$ cat src/rtl/ras_ctrl.sv
// Return-address-stack controller: classifies calls/returns, drives call_stack push/pop,
// registers the predicted return target and keeps saturating hit/miss/overflow statistics.
module ras_ctrl #(
    parameter int AW = 32,
    parameter int CW = 16
) (
    input  logic          clk,
    input  logic          rst,
    input  logic          i_valid,
    output logic          o_ready,
    input  logic [AW-1:0] i_pc,
    input  logic          i_is_call,
    input  logic          i_is_ret,
    input  logic          i_is_rvc,
    input  logic          i_flush,
    output logic          o_push_en,
    output logic [AW-1:0] o_push_data,
    output logic          o_pop_en,
    input  logic [AW-1:0] i_pop_data,
    input  logic          i_empty,
    input  logic          i_full,
    output logic          o_pred_valid,
    output logic [AW-1:0] o_pred_target,
    output logic          o_pred_hit,
    output logic [CW-1:0] o_hit_cnt,
    output logic [CW-1:0] o_miss_cnt,
    output logic [CW-1:0] o_ovf_cnt
);

    typedef enum logic {
        RUN   = 1'b0,
        DRAIN = 1'b1
    } state_t;

    state_t state, state_next;

    logic accept;
    logic call_acc;
    logic ret_acc;

    // Link address wraps modulo 2^AW; no carry out is kept.
    assign o_push_data = i_pc + (i_is_rvc ? AW'(2) : AW'(4));

    always_comb begin
        state_next = state;
        o_ready    = 1'b0;
        o_push_en  = 1'b0;
        o_pop_en   = 1'b0;
        accept     = 1'b0;
        call_acc   = 1'b0;
        ret_acc    = 1'b0;
        case (state)
            RUN: begin
                o_ready   = 1'b1;
                accept    = i_valid & ~i_flush;
                call_acc  = accept & i_is_call;
                ret_acc   = accept & i_is_ret;
                o_push_en = call_acc;
                o_pop_en  = ret_acc & ~i_empty;
                if (i_flush && !i_empty)
                    state_next = DRAIN;
            end
            DRAIN: begin
                // One pop per cycle; the cycle that sees empty still holds off new ops.
                o_pop_en = ~i_empty;
                if (i_empty)
                    state_next = RUN;
            end
            default: state_next = RUN;
        endcase
    end

    always_ff @(posedge clk) begin
        if (rst) begin
            state         <= RUN;
            o_pred_valid  <= 1'b0;
            o_pred_target <= '0;
            o_pred_hit    <= 1'b0;
            o_hit_cnt     <= '0;
            o_miss_cnt    <= '0;
            o_ovf_cnt     <= '0;
        end else begin
            state        <= state_next;
            o_pred_valid <= ret_acc;
            if (ret_acc) begin
                o_pred_target <= i_empty ? '0 : i_pop_data;
                o_pred_hit    <= ~i_empty;
                if (!i_empty && o_hit_cnt != '1)
                    o_hit_cnt <= o_hit_cnt + CW'(1);
                if (i_empty && o_miss_cnt != '1)
                    o_miss_cnt <= o_miss_cnt + CW'(1);
            end
            if (call_acc && i_full && o_ovf_cnt != '1)
                o_ovf_cnt <= o_ovf_cnt + CW'(1);
        end
    end

endmodule

$ cat config.mk
export PLATFORM = sky130hd
export DESIGN_NAME = ras_ctrl
export DESIGN_NICKNAME = d
export VERILOG_FILES = /design/src/rtl/ras_ctrl.sv
export SDC_FILE = /design/constraint.sdc
export NUM_CORES = 1
export LEC_CHECK = 0
export CAP_MARGIN = 20
export CORE_UTILIZATION = 48
export CTS_BUF_LIST = sky130_fd_sc_hd__clkbuf_8
export CTS_CLUSTER_DIAMETER = 50
export DETAILED_ROUTE_END_ITERATION = 8
export PLACE_DENSITY = 0.89
export SLEW_MARGIN = 15
export SYNTH_ARGS = -nofsm -noshare
export SYNTH_HDL_FRONTEND = slang
export SYNTH_SLANG_ARGS = --single-unit
$ cat constraint.sdc
create_clock -name clk -period 3.9 [get_ports clk]
set_input_delay 0.78 -clock clk [delete_from_list [all_inputs] [get_ports clk]]
set_output_delay 0.78 -clock clk [all_outputs]
set_load 0.02 [all_outputs]
# Word-level counts from Yosys, hierarchy flattened
# Index checks and enable logic that the tools add are counted.
# word_totals
ff_bits	83
latchBits	0
ramBits	0
rom_bits	0
inputBits	73
output_inout_bits	117
wordCells	38
mem_count	0
# op_classes
n_addsub	4
n_mul	0
div_mod_pow	0
order_cmp	0
n_eq_ne	3
n_shift	0
mux	9
n_bitwise	7
reduce_logical	8
# op_table
op	n
16-bit by 1-bit adder with 16-bit output, second input constant	3
16-bit inequality test, second input constant	3
32-bit by 3-bit adder with 32-bit output	1
32-bit two-way mux	1
1-bit logical AND	5
1-bit two-way mux	5
1-bit AND	4
1-bit case mux with 2 select lines	2
2-bit AND reduction	2
3-bit two-way mux	1
1-bit inverter	3
1-bit zero test	1

# Longest topological paths before layout
# logic_depth
depth_word	6
depth_mapped	7
ltp_nobuf	6

# Worst setup path before layout
# No wires, ideal clock.
# synth_path
path_kind	input to output
from	in i_pc[1]
to	out o_push_data[29]
arrival_ns	2.254
t_required_ns	3.120
slack_ns	0.866
path_stages	7
path_buffers	1
path_cell_list	ha_1 -> fa_1 -> nand4_1 -> nor2_1 -> clkbuf_1 -> nand4_1 -> xnor2_1
# synth_between
elab_chain_len	1
# synth_rtl
element	line_no	rtl
start, declared	11	input logic [AW-1:0] i_pc,
32-bit by 3-bit adder with 32-bit output	42	assign o_push_data = i_pc + (i_is_rvc ? AW'(2) : AW'(4));
end, declared	17	output logic [AW-1:0] o_push_data,
# Every way passes these cells.

# Worst setup path in the final report
# layout_path
from	in i_is_rvc
to	out o_push_data[24]
# layout_between
elab_chain_len	2
# layout_rtl
element	line_no	rtl
start, declared	14	input logic i_is_rvc,
3-bit two-way mux	42	
32-bit by 3-bit adder with 32-bit output	42	
# Every way passes these cells.

==> out/results.ini <==
[clocking]
worstSkewPairLatency_ns = 0.36
cts_max_level = 3
path_clk_slew_ns = 0.09
cts_max_path_buffers = 2
cts_root_buffer = clkbuf_8
tritoncts = yes
cts.sinks = 83
cts_made_buffers = 9

[timing]
rsz0062_at_grt = true
maxSlewViolCount = 0
clock.fmax_ghz = 0.2602
fin_crit_sh_pct = 98.55
final.setup.tns_ns = 0
setup_viol = 0
period_needed_ns = 3.843
worst_slew_pin_slew_ns = 0.7677
fin_skew_ns = 0.01450
hold_viol_final = 0
relSlewSlack_pct = 48.82
fin_hold_ws_ns = 0.4520

[drt]
drtIter0Drc = 236
drc = 0
dr.pass1.iters = 5
num_vias = 4866
routed_via_density = 5.814
ant_nets = 0
wl_um = 13390
routedWlPerCell_um = 16.00

[synth]
synth_cells = 546
synth_area_mm2 = 0.004479
synth_ff_type = dfxtp_1
yosysWarnings = 0
synth_edf_count = 0
synth_cell_type_count = 50
ys_ff_latch = 83
syn_nets = 625
async_reset_ff_share_pct = 0
avgSynthCellArea_um2 = 8.204
yosysSeqAreaShare_pct = 37.09

[die]
pin_count = 190
core_mm2 = 0.008891
dieArea_mm2 = 0.009722
fp.dieH_um = 98.60
start_util_pct = 50.38
die_w_um = 98.60
rows = 34

[min_path]
hold_path.class = flip-flop to flip-flop
hold_path_end = o_pred_target[24]
hold_path.startpoint = o_pred_target[24]
min_delay_path_depth = 2

[global_route]
grt_max_degree = 77
grt_usage_pct = 27.53
grt.overflow.total = 0
grt_antenna_before_repair = 0
grt_pass1_wl_um = 21980
grt_pass1_vias = 4666

[placement]
dp_hpwl_um = 9745
gp_congestion = 0.8717
placed_cells = 819
placement.io_buffers = 187

[power]
power.density_mw_per_mm2 = 261.4
p_sw_uw = 495.4
p_comb_share_pct = 15.9
internal_power_uw = 1250
p_leak_uw = 0.002226
pwr-share-clk_pct = 34.8
power_frac_seq_pct = 49.3
power_switching_share_pct = 28.38
ir_drop_mv = 0.2603

[final_layout]
n_antenna_cell = 0
most-common-layout-cells = clkdlybuf4s50_1 (175), dfxtp_1 (83), a21oi_1 (64)
drive_gt1_share_pct = 6.859
instances_no_fill = 837
final_common_cell = clkdlybuf4s50_1
synthToLayoutAreaGrowth_pct = 49.08
nNetsFinal = 803

[setup_path]
worstSetupPathType = input pin to primary output
crit_path_end_kind = primary output
startpoint_type = input pin
reg2reg_depth = 6
cp.arrival_ns = 3.06
ff2ff_setup_slack_ns = 1.69
rr_endpoint = o_ovf_cnt[5]
crit_required_ns = 3.12
r2r_start = o_ovf_cnt[0]
worstPathMaxFanout = 11

[run]
cap_violations = 0

[outcome]
status = complete, no violations

## worst max-delay path, cell delays in order
cell             delay, ns
clkdlybuf4s50_1       0.49
inv_1                 0.09
ha_1                  0.33
a21oi_2               0.08
nor3_1                0.15
buf_4                 0.21
nand4_1               0.12
xnor2_1               0.17
clkdlybuf4s50_1       0.63
## registers in the layout (all words and copies together) (netlist names)
signal / flops
o_pred_valid: 1
o_hit_cnt: 16
o_miss_cnt: 16
o_pred_hit: 1
o_pred_target: 32
o_ovf_cnt: 16
state: 1
## cells by family after synthesis
group | synth area share, %
AO/OA/AOI/OAI | 15.17
XOR/XNOR | 5.670
multiplexers | 3.715
flip-flops | 37.09
buffers and inverters | 4.273
AND/OR/NAND/NOR | 32.23
adder cells (fa/ha/maj) | 1.844
## cell type report
cell class | instances | area (um^2)
sequential | 83 | 1662
multi-input combinational | 416 | 2650
tap | 108 | 135.1
clock inverter | 7 | 66.31
clock buffer | 9 | 123.9
fill | 641 | 2213
inverter | 14 | 52.55
timing repair buffer | 200 | 1988
## worst max-delay path by stage
stage | endpoint | from | cells past startpoint | slack (ns)
5_1_grt | o_push_data[25] | i_is_rvc | 9 | -0.01
4_1_cts | o_push_data[29] | i_is_rvc | 8 | 0.04
3_5_place_dp | o_push_data[29] | i_is_rvc | 8 | -0.23
6_report | o_push_data[24] | i_is_rvc | 9 | 0.06
3_3_place_gp | o_push_data[17] | i_is_rvc | 8 | -0.14
2_1_floorplan | o_push_data[29] | i_pc[1] | 7 | 0.87
## stage by stage
step	setup WS, ns	total power [uW]	instance area [um^2]	utilization, %
floorplan	0.8664	995.6	4479	-
global placement	-0.1369	1147	6439	72.42
detailed placement	-0.2337	1155	6439	72.42
CTS	0.03835	1755	6635	74.63
global route	-0.01431	1813	6678	75.11
finish	0.05664	1746	6678	75.11
## Yosys cell counts (all sizes together), types with 6 or more instances
library cell	number	area share, %
nand2	59	4.9
nor2	28	2.3
dfxtp	83	37
buf	8	0.92
and4	7	1.4
o21ai	10	1.1
a21oi	65	7.3
nand3	22	2.5
nor4	7	1.1
clkbuf	26	2.2
mux2	13	3.3
and3	8	1.1
nand4	28	3.9
nor2b	12	1.7
nor3	9	1.1
or3	10	1.4
inv	14	1.2
a211oi	6	1.0
o31ai	18	3.0
xnor2	25	4.9
or4	17	2.8
nand3b	32	5.4
## power by group through the flow
stage / clock network [uW] / logic (uW) / registers (uW)
CTS: 619 / 276 / 861
global route: 657 / 294 / 863
detailed placement: 0 / 274 / 881
finish: 608 / 277 / 861
global placement: 0 / 267 / 880
floorplan: 0 / 105 / 890
## what timing repair did
action / in CTS / in global routing
hold endpoints to repair: 0 / 0
pin swaps: 0 / 2
hold buffers: 0 / 0
endpoints found under the setup margin: 12 / 19
setup buffers: 0 / 1
gates resized for setup: 3 / 11
cloned: 0 / 1
## routing by layer
| metal | vias up | track usage [%] | part of all wire (%) |
|---|---|---|---|
| li1 | 2379 | - | - |
| met4 | 0 | 8.152 | 2.1 |
| met3 | 23 | 5.816 | 6.4 |
| met2 | 174 | 49.13 | 49 |
| met1 | 2290 | 33.29 | 42 |
| met5 | - | 0 | 0 |
Power figures use the tool's default switching activity.
